`config.mk`:
```
export PLATFORM = sky130hd
export DESIGN_NAME = rst_req_gen_flat
export DESIGN_NICKNAME = d
export VERILOG_FILES = /design/src/rtl/rst_req_gen_if.sv /design/src/rtl/rst_req_gen.sv /design/src/flat_wrapper.sv
export SDC_FILE = /design/constraint.sdc
export NUM_CORES = 1
export LEC_CHECK = 0
export ABC_AREA = 1
export BUFFER_PORTS_ARGS = -buffer_cell sky130_fd_sc_hd__buf_2
export CAP_MARGIN = 20
export CORE_AREA = 4 4 62 106
export DETAILED_ROUTE_END_ITERATION = 10
export DIE_AREA = 0 0 66 110
export GPL_TIMING_DRIVEN = 0
export PLACE_DENSITY = 0.69
export SLEW_MARGIN = 20
export SYNTH_ARGS = -nofsm -noshare
export SYNTH_HDL_FRONTEND = slang
export SYNTH_SLANG_ARGS = --single-unit
```
`constraint.sdc`:
```
create_clock -name clk -period 1.82 [get_ports clk]
set_input_delay 0.364 -clock clk [delete_from_list [all_inputs] [get_ports clk]]
set_output_delay 0.364 -clock clk [all_outputs]
set_load 0.05 [all_outputs]
```
`src/rtl/rst_req_gen_if.sv`:
```
// -----------------------------------------------------------------------------
// rst_req_gen_if
// Register bus between a debug host (master) and rst_req_gen (slave).
//   we_i    : write strobe, one cycle per write          (master -> slave)
//   addr_i  : register byte address (0x0/0x4/0x8)         (master -> slave)
//   data_i  : write data                                  (master -> slave)
//   data_o  : read data, combinational from addr_i        (slave  -> master)
// -----------------------------------------------------------------------------
interface rst_req_gen_if;
    logic        we_i;
    logic [3:0]  addr_i;
    logic [31:0] data_i;
    logic [31:0] data_o;

    modport master (output we_i, addr_i, data_i, input data_o);
    modport slave  (input we_i, addr_i, data_i, output data_o);
endinterface

```
`src/rtl/rst_req_gen.sv`:
```
// -----------------------------------------------------------------------------
// rst_req_gen
// Software-triggered core reset requester. A keyed CTRL write starts a
// sequence: a guard delay, a registered reset-request pulse of WIDTH cycles,
// then a bounded wait for the core reset feedback to be released. Sticky
// STATUS flags report completion, timeout and missing feedback.
//
// Ports:
//   clk        : clock, all logic on the rising edge
//   rst_n      : synchronous active-low reset, from the non-core reset domain
//   bus        : register bus (slave modport), CTRL 0x0 / WIDTH 0x4 / STATUS 0x8
//   rst_fb_n_i : core reset feedback, active-low
//   rst_req_o  : registered active-high core reset request
// -----------------------------------------------------------------------------
module rst_req_gen #(
    parameter int unsigned GUARD_CYCLES   = 4,    // 1..15
    parameter int unsigned TIMEOUT_CYCLES = 255   // 1..255
) (
    input  logic         clk,
    input  logic         rst_n,
    rst_req_gen_if.slave bus,
    input  logic         rst_fb_n_i,
    output logic         rst_req_o
);

    // Encoding doubles as the STATUS[2:1] state code.
    typedef enum logic [1:0] {
        IDLE     = 2'd0,
        GUARD    = 2'd1,
        ASSERT   = 2'd2,
        WAIT_REL = 2'd3
    } state_e;

    localparam logic [3:0]  ADDR_CTRL    = 4'h0;
    localparam logic [3:0]  ADDR_WIDTH   = 4'h4;
    localparam logic [3:0]  ADDR_STATUS  = 4'h8;
    localparam logic [15:0] START_KEY    = 16'h5AA5;
    localparam logic [7:0]  WIDTH_RST    = 8'd16;
    // Counters are loaded with (length - 1) and the phase ends when they hit 0,
    // so each phase lasts exactly its length and nothing ever wraps.
    localparam logic [7:0]  GUARD_LOAD   = 8'(GUARD_CYCLES - 1);
    localparam logic [7:0]  TIMEOUT_LOAD = 8'(TIMEOUT_CYCLES - 1);

    state_e      state_q;
    logic [7:0]  width_q;       // software-visible WIDTH register
    logic [7:0]  width_lat_q;   // WIDTH captured at start, used for this pulse
    logic [7:0]  cnt_q;         // shared phase counter
    logic        fb_seen_q;     // feedback sampled low during the current ASSERT
    logic        done_q;
    logic        timeout_q;
    logic        no_fb_q;
    logic        rst_req_q;

    logic wr_ctrl;
    logic wr_width;
    logic wr_status;
    logic start;
    logic unused_data_bits;

    assign wr_ctrl   = bus.we_i && (bus.addr_i == ADDR_CTRL);
    assign wr_width  = bus.we_i && (bus.addr_i == ADDR_WIDTH);
    assign wr_status = bus.we_i && (bus.addr_i == ADDR_STATUS);

    // Starts outside IDLE are simply dropped: no queueing, no timing effect.
    assign start = wr_ctrl && (bus.data_i[31:16] == START_KEY) &&
                   bus.data_i[0] && (state_q == IDLE);

    // No register field lives in these write-data bits.
    assign unused_data_bits = ^bus.data_i[15:8];

    // NOTE: synchronous reset is the first branch of the clocked block, so it
    // wins over any in-flight sequence on the very edge it is sampled; WIDTH
    // and the flags are plain flops here, so they all take their reset value.
    always_ff @(posedge clk) begin
        if (!rst_n) begin
            state_q     <= IDLE;
            rst_req_q   <= 1'b0;
            width_q     <= WIDTH_RST;
            width_lat_q <= 8'd0;
            cnt_q       <= 8'd0;
            fb_seen_q   <= 1'b0;
            done_q      <= 1'b0;
            timeout_q   <= 1'b0;
            no_fb_q     <= 1'b0;
        end else begin
            if (wr_width) begin
                width_q <= bus.data_i[7:0];
            end

            // NOTE: non-blocking assignments make the last write in this block
            // win; the flag sets in the FSM below therefore override a
            // same-cycle write-1-to-clear.
            if (wr_status) begin
                if (bus.data_i[3]) done_q    <= 1'b0;
                if (bus.data_i[4]) timeout_q <= 1'b0;
                if (bus.data_i[5]) no_fb_q   <= 1'b0;
            end

            case (state_q)
                IDLE: begin
                    if (start) begin
                        state_q     <= GUARD;
                        cnt_q       <= GUARD_LOAD;
                        width_lat_q <= width_q;
                        done_q      <= 1'b0;
                        timeout_q   <= 1'b0;
                        no_fb_q     <= 1'b0;
                    end
                end

                GUARD: begin
                    if (cnt_q == 8'd0) begin
                        state_q   <= ASSERT;
                        rst_req_q <= 1'b1;
                        fb_seen_q <= 1'b0;
                        // WIDTH of 0 behaves as a 1-cycle pulse.
                        cnt_q     <= (width_lat_q == 8'd0) ? 8'd0 : width_lat_q - 8'd1;
                    end else begin
                        cnt_q <= cnt_q - 8'd1;
                    end
                end

                ASSERT: begin
                    if (!rst_fb_n_i) begin
                        fb_seen_q <= 1'b1;
                    end
                    if (cnt_q == 8'd0) begin
                        state_q   <= WAIT_REL;
                        rst_req_q <= 1'b0;
                        cnt_q     <= TIMEOUT_LOAD;
                        // Include this final ASSERT sample as well.
                        if (!fb_seen_q && rst_fb_n_i) begin
                            no_fb_q <= 1'b1;
                        end
                    end else begin
                        cnt_q <= cnt_q - 8'd1;
                    end
                end

                WAIT_REL: begin
                    // Release is tested before expiry so a release on the last
                    // counted cycle reports done rather than timeout.
                    if (rst_fb_n_i) begin
                        state_q <= IDLE;
                        done_q  <= 1'b1;
                        cnt_q   <= 8'd0;
                    end else if (cnt_q == 8'd0) begin
                        state_q   <= IDLE;
                        timeout_q <= 1'b1;
                    end else begin
                        cnt_q <= cnt_q - 8'd1;
                    end
                end

                default: state_q <= IDLE;
            endcase
        end
    end

    assign rst_req_o = rst_req_q;

    // NOTE: every output of a combinational block gets a default first, so no
    // address path can leave it unassigned and infer a latch.
    always_comb begin
        bus.data_o = 32'd0;
        case (bus.addr_i)
            ADDR_WIDTH:  bus.data_o = {24'd0, width_q};
            ADDR_STATUS: bus.data_o = {26'd0, no_fb_q, timeout_q, done_q,
                                       state_q, (state_q != IDLE)};
            default:     bus.data_o = 32'd0;   // CTRL and unmapped read as 0
        endcase
    end

endmodule

```
`src/flat_wrapper.sv`:
```
// flat-port wrapper written by rule: the top's interface ports become plain ports
module rst_req_gen_flat 
#(
    parameter int unsigned GUARD_CYCLES   = 4,            
    parameter int unsigned TIMEOUT_CYCLES = 255            
)
  (clk, rst_n, rst_fb_n_i, rst_req_o, bus_we_i, bus_addr_i, bus_data_i, bus_data_o);
  rst_req_gen_if bus_i ();
  input  logic clk;
  input  logic rst_n;
  input  logic rst_fb_n_i;
  output logic rst_req_o;
  input wire logic [$bits(bus_i.we_i)-1:0] bus_we_i;
  input wire logic [$bits(bus_i.addr_i)-1:0] bus_addr_i;
  input wire logic [$bits(bus_i.data_i)-1:0] bus_data_i;
  output wire logic [$bits(bus_i.data_o)-1:0] bus_data_o;
  assign bus_i.we_i = bus_we_i;
  assign bus_i.addr_i = bus_addr_i;
  assign bus_i.data_i = bus_data_i;
  assign bus_data_o = bus_i.data_o;
  rst_req_gen #(.GUARD_CYCLES(GUARD_CYCLES), .TIMEOUT_CYCLES(TIMEOUT_CYCLES)) u_core (.clk(clk), .rst_n(rst_n), .bus(bus_i), .rst_fb_n_i(rst_fb_n_i), .rst_req_o(rst_req_o));
endmodule
```
# Yosys cells after proc, flatten, opt, wreduce, memory -nomap -nowiden
# Cells that the tools add are included.
# totals
register_bits	31
out_inout_bits	33
elab_cells	78
# op_classes
addsub	2
eq_ne	12
muxes	36
n_reduce_logical	19
# op_table
op	count
8-bit two-way mux	6
8-bit one-hot mux with 4 select lines	1
1-bit two-way mux	17
16-bit by 15-bit == test with 1-bit output (second input constant)	1
8-bit zero test	2
8-bit one-hot mux with 2 select lines	1
8-bit by 1-bit subtractor with 8-bit output (second input constant)	2
2-bit two-way mux	5
1-bit one-hot mux with 2 select lines	5
2-bit one-hot mux with 4 select lines	1
1-bit logical AND	7
2-bit by 1-bit inequality test with 1-bit output (second input constant)	3
3-bit AND reduction	2
2-bit == test (second input constant)	2
4-bit by 3-bit == test with 1-bit output (second input constant)	1
4-bit == test (second input constant)	1
4-bit zero test	1
2-bit AND reduction	2
4-bit AND reduction	1
2-bit nonzero test	2
3-bit by 2-bit inequality test with 1-bit output (second input constant)	1
3-bit inequality test (second input constant)	1
2-bit by 1-bit == test with 1-bit output (second input constant)	1
2-bit zero test	1
other kinds (2)	2

# Logic depth before layout (Yosys ltp)
# Gate-level depths: netlist of the first run.
# depth
word_depth	7
mapped_depth	11

# Least setup slack after synthesis of the first run
# Ideal clock, no wire load.
# synth_timing
path_type	input to output
from	input port bus_addr_i[0]
to	output port bus_data_o[5]
arrival_time_ns	1.782
required_ns	1.456
slack_ns	-0.326
path_stages	5
n_path_buf	0
path_cell_list	inv_1 nand2_1 nor3_2 inv_2 o21ai_0
# synth_between
elab_chain_len	2
word_cells_on_any_way	3
classes_between	eq/ne (2); mux (1)
# synth_rtl
element	line	rtl
start, declared	flat_wrapper.sv:14	input wire logic [$bits(bus_i.addr_i)-1:0] bus_addr_i;
4-bit == test / 4-bit by 3-bit == test with 1-bit output (equally long branches)	rst_req_gen.sv:166	case (bus.addr_i)
8-bit one-hot mux with 2 select lines *	rst_req_gen.sv:166	
end, declared	flat_wrapper.sv:16	output wire logic [$bits(bus_i.data_o)-1:0] bus_data_o;
# Mark *: on every way between the ends. The rest lies on a longest branch, timed or not.

# Worst setup path in the final report of the first run
# layout_timing
from	register u_core.state_q[1]
to	output port bus_data_o[0]
# layout_between
elab_chain_len	2
# layout_rtl
element	line	rtl
start, declared	rst_req_gen.sv:44	state_e state_q;
start signal, assigned	rst_req_gen.sv:76	state_q <= IDLE;
start signal, assigned	rst_req_gen.sv:102	state_q <= GUARD;
start signal, assigned	rst_req_gen.sv:113	state_q <= ASSERT;
2-bit nonzero test	rst_req_gen.sv:169	state_q, (state_q != IDLE)};
8-bit one-hot mux with 2 select lines	rst_req_gen.sv:166	
# Every way passes these cells.

==> results of run 1 <==
## sequential cells by signal, indices dropped and copies added, names as in the netlist
name                flops
u_core.cnt_q            8
u_core.done_q           1
u_core.fb_seen_q        1
u_core.no_fb_q          1
u_core.rst_req_o        1
u_core.state_q          2
u_core.timeout_q        1
u_core.width_lat_q      8
u_core.width_q          8
## layout make-up
cell class              instances  area share, %
plain buffers                  29           7.71
clock buffers                   6           2.69
clock inverters                 2          0.464
inverters                      51           7.11
multi-input cells             244           48.1
flip-flops and latches         31           23.0
well taps                      76           3.53
repair buffers                 39           7.34
## per-stage QoR
step                      area, um^2  hold WS, ns  util [%]  setup WS [ns]
after floorplan                 2310        0.437         -       -0.00551
after global placement          2600        0.454      46.2          0.173
after detailed placement        2600        0.459      46.2          0.141
after CTS                       2690        0.318      47.8         0.0590
after global routing            2690        0.332      47.8         0.0228
final                           2690        0.333      47.8         0.0750
## logic make-up after synthesis
logic type / count (synthesis)
buffers and inverters: 80
AO/OA/AOI/OAI: 62
flip-flops: 31
other: 1
adder cells (fa/ha/maj): 7
XOR/XNOR: 4
AND/OR/NAND/NOR: 147
## tightest hold or removal path, delay by kind of cell
family / cells / cell delay (ns)
AOI/OAI and AO/OA: 1 / 0.07
buffers and inverters: 1 / 0.10
and+or+nand+nor: 1 / 0.05
## Yosys cell counts (2+ instances only)
| cell | n | area share (%) |
|---|---|---|
| a21oi_1 | 27 | 6.1 |
| a21oi_2 | 3 | 1.2 |
| buf_4 | 24 | 8.1 |
| clkbuf_1 | 2 | 0.34 |
| dfxtp_1 | 31 | 28 |
| ha_1 | 7 | 3.9 |
| inv_1 | 43 | 7.3 |
| inv_2 | 7 | 1.2 |
| nand2_1 | 70 | 12 |
| nand2_2 | 4 | 1.1 |
| nand2_4 | 2 | 1.0 |
| nand3_1 | 22 | 5.0 |
| nand3_4 | 2 | 1.6 |
| nand4_1 | 5 | 1.4 |
| nor2_1 | 29 | 4.9 |
| nor2_2 | 3 | 0.85 |
| nor2_4 | 5 | 2.5 |
| nor3_2 | 2 | 0.90 |
| o21ai_0 | 18 | 4.1 |
| o21ai_1 | 4 | 0.90 |
| o22ai_1 | 5 | 1.4 |
| xor2_1 | 3 | 1.2 |
## worst paths after layout
kind / from / endpoint / cells past startpoint
min: bus_data_i[4] / u_core.width_q[4] / 3
max reg2reg: u_core.cnt_q[0] / u_core.cnt_q[1] / 9
min reg2reg: u_core.width_q[7] / u_core.width_q[7] / 2
max: u_core.state_q[1] / bus_data_o[0] / 4
## where the power goes
group,switching [mW],internal (mW)
combinational,0.597,0.281
sequential,0.0224,0.718
clock,0.262,0.267
total,0.881,1.27
## layer usage
metal,GRT usage [%],part of all wire (%),vias to the layer above
met5,0,0,-
met4,11.6,5.3,0
met3,2.43,5.5,21
met2,31.1,53,84
met1,14.4,36,959
li1,-,-,1149
==> impl_metrics.ini, run 1 <==
[outcome]
outcome = complete, no violations

[placed_design]
gp_congestion = 0.882
io_buffers = 39
dp_hpwl_um = 4480
dp.cells = 470

[critical_path]
path_delay_family = flip-flops
critPathKind = register to output port
crit_chain = inv_1, ha_2, o22ai_2, buf_4
end_kind = output port
slowest_stage = dfxtp_1
reg2reg_slack_ns = 0.19
max_stage_delay_ns = 0.37
cp_num_buf_inv = 2
cp_data_required_time_ns = 1.46
critical_path.max_fanout = 5
startpoint_type = register
arrival_ns = 1.38

[finish]
antenna_cells = 0
final_common_cell = nand2_1
regArea_um2 = 621
nNetsFinal = 448
final_cell_mix = nand2_1, inv_1, buf_2
finalNonFillerCells = 478
multi_input_area_mm2 = 0.00130
fillers = 601
area_delta_synth_final_pct = 21.3
drive_gt1_share_pct = 26.4

[sta]
post-route-period-util_pct = 95.9
setup-violations-final = 0
skew_ns = 0.00835
finalCriticalPeriod_ns = 1.74
relSlewSlack_pct = 60.5
max_freq_ghz = 0.573
finalHoldViolations = 0
tns_ns = 0
finalMaxSlewViolations = 0
worst_pin_slew_ns = 0.593
rsz0062_at_grt = no

[logic_synthesis]
synth-seq-cells = 31
synth_top_family_by_area = simple AND/OR/NAND/NOR gates
synthArstFlopShare_pct = 0
synth_area_mm2 = 0.00222
synth_ff_type = dfxtp_1
synthMuxAreaShare_pct = 0
synth-compound-area-share_pct = 15.6
synth-edff-count = 0
synthAdderAreaFrac_pct = 3.94
syn_avg_cell_area_um2 = 6.69
synth_warnings = 0
synthSimpleGateAreaFrac_pct = 32.8
synth_xor_area_share_pct = 1.58
synth_cell_types = 36
yosysSeqAreaShare_pct = 27.9
synthCells = 332

[die]
start_util_pct = 39.4
core_mm2 = 0.00563
dieWidth_um = 66
io_pins = 73
core.rowCount = 36
die-area_mm2 = 0.00726
dieHeight_um = 110

[clock_tree]
holdBufCountCts = 0
htreeDepth = 2
clockRootBuffer = clkbuf_8
clockBufferDepth = 2
cts_resized = 2
cts_tree = yes
clk_pin_slew_ns = 0.07
clk_latency_ns = 0.28
numCtsBuffers = 5
post-cts-setup-buffers = 0
cts.sinks = 31

[power]
peakVddDrop_mv = 0.444
power_per_cell_area_mw_per_mm2 = 797
power_mw = 2.15
p_leak_nw = 1.29

[route]
initialDrtViolationCount = 53
viasPerCell = 4.63
drt_wl_total_um = 5370
ant_nets = 0
first_pass_iters = 5
routedWlPerCell_um = 11.2
vias = 2213
drc_errors = 0

[min_path]
min_path_type = primary input to register

[global_routing]
overflow = 0
grt_max_degree = 11
grt_pass1_vias = 2136
grt_pass1_wl_um = 8910
antenna_found_initial = 0
track_usage_pct = 16.0

[run]
max-cap-violations = 0
(Power assumes the default switching activity.)
==> run 2, diff against run 1 <==
--- a/config.mk
+++ b/config.mk
@@ -12,7 +12,7 @@
 export DETAILED_ROUTE_END_ITERATION = 10
 export DIE_AREA = 0 0 66 110
 export GPL_TIMING_DRIVEN = 0
-export PLACE_DENSITY = 0.69
+export PLACE_DENSITY_LB_ADDON = 0.08
 export SLEW_MARGIN = 20
 export SYNTH_ARGS = -nofsm -noshare
 export SYNTH_HDL_FRONTEND = slang
==> impl_metrics.ini, run 2 (synthesis gave the netlist of run 1 again) <==
[outcome]
outcome = complete, no violations

[die]
core_mm2 = 0.00563
die-area_mm2 = 0.00726
dieWidth_um = 66
start_util_pct = 39.4
core.rowCount = 36
dieHeight_um = 110
io_pins = 73

[route]
initialDrtViolationCount = 47
ant_nets = 0
first_pass_iters = 4
viasPerCell = 4.56
routedWlPerCell_um = 11.6
drt_wl_total_um = 5520
vias = 2175
drc_errors = 0

[finish]
final_cell_mix = nand2_1, inv_1, buf_2
fillers = 642
nNetsFinal = 448
drive_gt1_share_pct = 26.4
final_common_cell = nand2_1
fin_area_mm2 = 0.00270
antenna_cells = 0
area_delta_synth_final_pct = 21.6
reg_top3 = u_core.cnt_q (8), u_core.width_lat_q (8), u_core.width_q (8)

[sta]
max_freq_ghz = 0.579
skew_ns = 0.00289
finalCriticalPeriod_ns = 1.73
worst_pin_slew_ns = 0.605
relSlewSlack_pct = 59.6
finalMaxSlewViolations = 0
post-route-period-util_pct = 94.8
rsz0062_at_grt = no
setup-violations-final = 0
finalHoldViolations = 0

[clock_tree]
clk_pin_slew_ns = 0.07
clockRootBuffer = clkbuf_8
post-cts-setup-buffers = 0
clk_latency_ns = 0.28
htreeDepth = 2
clockBufferDepth = 2
cts.sinks = 31
numCtsBuffers = 5
cts_tree = yes

[power]
p_leak_nw = 1.30
power_mw = 2.17
power_per_cell_area_mw_per_mm2 = 805
peakVddDrop_mv = 0.365

[global_routing]
grt_pass1_wl_um = 9430
grt_max_degree = 11
track_usage_pct = 16.7
overflow = 0
grt_pass1_vias = 2133
antenna_found_initial = 0

[critical_path]
slowest_stage = dfxtp_1
path_delay_family = flip-flops
arrival_ns = 1.36
critical_path.max_fanout = 5
crit_cells = 4
cp_data_required_time_ns = 1.46
critPathKind = register to output port
end_kind = output port
max_stage_delay_ns = 0.38
cp_num_buf_inv = 2
startpoint_type = register
crit_chain = inv_1, ha_2, o22ai_2, buf_6
rr_worst_depth = 9

[run]
max-cap-violations = 0

[min_path]
min_path_cells = 3
min_path_type = primary input to register

[placed_design]
io_buffers = 39
gp_congestion = 0.858
placed_cell_area_mm2 = 0.00260
dp_hpwl_um = 4630
run 2: cell count changes in the layout (fill, tap and decap cells not counted), sizes merged:
cell	before	now
clkinvlp	1	0
run 2: repair_timing:
item,CTS,global route
endpoints found under the setup margin,1,1
hold endpoints to repair,0,0
gates resized for setup,2,1
hold buffers,0,0
run 2: routing by layer:
metal,vias up,global-route usage (%),part of all wire (%)
li1,1157,-,-
met1,947,16.6,36
met2,61,33.9,56
met3,10,2.13,5.1
met4,0,6.40,2.1
met5,-,0,0
run 2: worst paths after layout:
kind	from	endpoint	slack, ns
worst max-delay path	u_core.state_q[1]	bus_data_o[0]	0.09
worst min-delay path	bus_data_i[4]	u_core.width_q[4]	0.33
worst max register to register	u_core.cnt_q[0]	u_core.cnt_q[1]	0.16
worst min register to register	u_core.rst_req_o	u_core.rst_req_o	0.47
run 2: area by class of cell:
class	instances	area, um^2	area share (%)
multi-input cells	244	1300	48.0
flip-flops and latches	31	621	23.0
plain buffers	29	208	7.69
repair buffers	39	201	7.46
inverters	51	191	7.09
well taps	76	95.1	3.52
clock buffers	6	82.6	3.06
clock inverters	1	5.00	0.185
run 2: worst min-delay path, cell delays in order:
cell,delay [ns]
buf_2,0.10
nand2_1,0.05
o211ai_1,0.06
run 2: report_power, final:
part	total, mW	internal (mW)	switching (mW)
logic	0.876	0.281	0.595
clock network	0.556	0.296	0.260
registers	0.741	0.718	0.0223
run 2: metrics by stage:
stage	setup TNS, ns	util (%)	hold slack, ns	setup slack, ns	std cells
3_5_place_dp	0	46.2	0.464	0.143	470
3_3_place_gp	0	46.2	0.457	0.150	470
4_1_cts	0	47.9	0.323	0.0566	477
6_report	0	48.0	0.335	0.0943	477
5_1_grt	0	48.0	0.344	0.00913	477
2_1_floorplan	-0.0220	-	0.437	-0.00551	355
==> run 3, diff against run 2 <==
--- a/config.mk
+++ b/config.mk
@@ -8,9 +8,9 @@
 export ABC_AREA = 1
 export BUFFER_PORTS_ARGS = -buffer_cell sky130_fd_sc_hd__buf_2
 export CAP_MARGIN = 20
-export CORE_AREA = 4 4 62 106
+export CORE_AREA = 4 4 71 121
 export DETAILED_ROUTE_END_ITERATION = 10
-export DIE_AREA = 0 0 66 110
+export DIE_AREA = 0 0 75 125
 export GPL_TIMING_DRIVEN = 0
 export PLACE_DENSITY_LB_ADDON = 0.08
 export SLEW_MARGIN = 20
==> impl_metrics.ini, run 3 (synthesis gave the netlist of run 1 again) <==
[power]
power_mw = 2.48
pwr-share-comb_pct = 36.1
clock_power_share_pct = 34.0
power_per_cell_area_mw_per_mm2 = 896
swShare_pct = 38.2
peakVddDrop_mv = 0.549
seqPwrFrac_pct = 29.9
switchingPower_mw = 0.949
p_leak_nw = 1.33
internal_power_mw = 1.53

[sta]
tns_ns = 0
max_freq_ghz = 0.570
finalMaxSlewViolations = 0
finalCriticalPeriod_ns = 1.75
setup-violations-final = 0
rsz0062_at_grt = no
skew_ns = 0.00107
worst_pin_slew_ns = 0.670
finalHoldViolations = 0
relSlewSlack_pct = 55.3
post-route-period-util_pct = 96.3

[critical_path]
arrival_ns = 1.39
timing.rr.end = u_core.cnt_q[1]
path_delay_family = flip-flops
critical_path.max_fanout = 5
end_kind = output port
reg2reg_from = u_core.cnt_q[0]
cp_data_required_time_ns = 1.46
reg2reg_slack_ns = 0.17
cp_num_buf_inv = 2
startpoint_type = register
critPathKind = register to output port
crit_cells = 4
max_stage_delay_ns = 0.37
worstSetupEndpoint = bus_data_o[0]
startpoint = u_core.state_q[0]
crit_chain = inv_1, ha_2, o22ai_2, buf_6
rr_worst_depth = 9
slowest_stage = dfxtp_1

[die]
dieWidth_um = 75
core_mm2 = 0.00762
die-area_mm2 = 0.00938
io_pins = 73
start_util_pct = 29.1
core.rowCount = 42
dieHeight_um = 125

[finish]
final_common_cell = nand2_1
final_cell_mix = nand2_1, inv_1, buf_2
nNetsFinal = 448
reg_top3 = u_core.cnt_q (8), u_core.width_lat_q (8), u_core.width_q (8)
fillers = 836
area_delta_synth_final_pct = 24.8
antenna_cells = 0
drive_gt1_share_pct = 26.4
fin_area_mm2 = 0.00277

[outcome]
outcome = complete, no violations

[global_routing]
grt_pass1_wl_um = 9940
track_usage_pct = 13.9
antenna_found_initial = 0
grt_max_degree = 11
grt_pass1_vias = 2077
overflow = 0

[route]
first_pass_iters = 4
vias = 2111
ant_nets = 0
routedWlPerCell_um = 12.4
initialDrtViolationCount = 54
viasPerCell = 4.32
drt_wl_total_um = 6080
drc_errors = 0

[clock_tree]
cts_tree = yes
clk_latency_ns = 0.28
htreeDepth = 2
numCtsBuffers = 5
clockBufferDepth = 2
clockRootBuffer = clkbuf_16
clk_pin_slew_ns = 0.05
cts.sinks = 31

[placed_design]
io_buffers = 39
gp_congestion = 0.796
placed_cell_area_mm2 = 0.00262
dp_hpwl_um = 5040

[min_path]
min_path_type = primary input to register
hp-start = bus_data_i[4]

[run]
max-cap-violations = 0
-- run 3: layout make-up --
type / instances / area [um^2] / share of cell area [%]
clock buffers: 6 / 139 / 5.01
plain buffers: 29 / 208 / 7.49
clock inverters: 1 / 5.00 / 0.181
inverters: 51 / 191 / 6.91
repair buffers: 39 / 201 / 7.27
well taps: 88 / 110 / 3.97
flip-flops and latches: 31 / 621 / 22.4
multi-input cells: 244 / 1300 / 46.8
-- run 3: stage by stage --
stage | util, % | cells | setup WS [ns] | hold WS (ns)
finish | 36.4 | 489 | 0.0670 | 0.336
global route | 36.4 | 489 | 0.00954 | 0.351
CTS | 36.3 | 489 | 0.0295 | 0.329
detailed placement | 34.4 | 482 | 0.0913 | 0.457
global placement | 34.4 | 482 | 0.0897 | 0.456
floorplan | - | 355 | -0.00551 | 0.437
-- run 3: how the worst min path moves through the flow --
| stage | endpoint | slack [ns] | cells after the start |
|---|---|---|---|
| after detailed placement | u_core.no_fb_q | 0.46 | 2 |
| after floorplan | u_core.no_fb_q | 0.44 | 2 |
| after global routing | u_core.width_q[4] | 0.35 | 3 |
| after CTS | u_core.width_q[4] | 0.33 | 3 |
| final | u_core.width_q[4] | 0.34 | 3 |
| after global placement | u_core.width_q[7] | 0.46 | 2 |
-- run 3: routing by layer --
layer	vias to the layer above	share of wire [%]	track usage, %
met4	0	1.7	5.56
met1	903	38	14.3
met2	53	56	26.4
met5	-	0	0
li1	1150	-	-
met3	5	4.2	2.17
-- run 3: worst min-delay path: stages --
cell,delay [ns]
buf_2,0.10
nand2_1,0.05
o211ai_1,0.07
-- run 3: repair_timing --
item / in CTS / in global routing
resized for setup: 2 / 1
endpoints found under the setup margin: 1 / 1
buffers inserted: 0 / 0
hold buffers: 0 / 0
-- run 3: power groups by stage --
stage	logic, mW	registers [mW]	clock network (mW)
CTS	0.904	0.744	0.861
global placement	0.894	0.757	0
floorplan	0.679	0.779	0
finish	0.896	0.743	0.845
detailed placement	0.894	0.758	0
global route	1.00	0.747	0.882
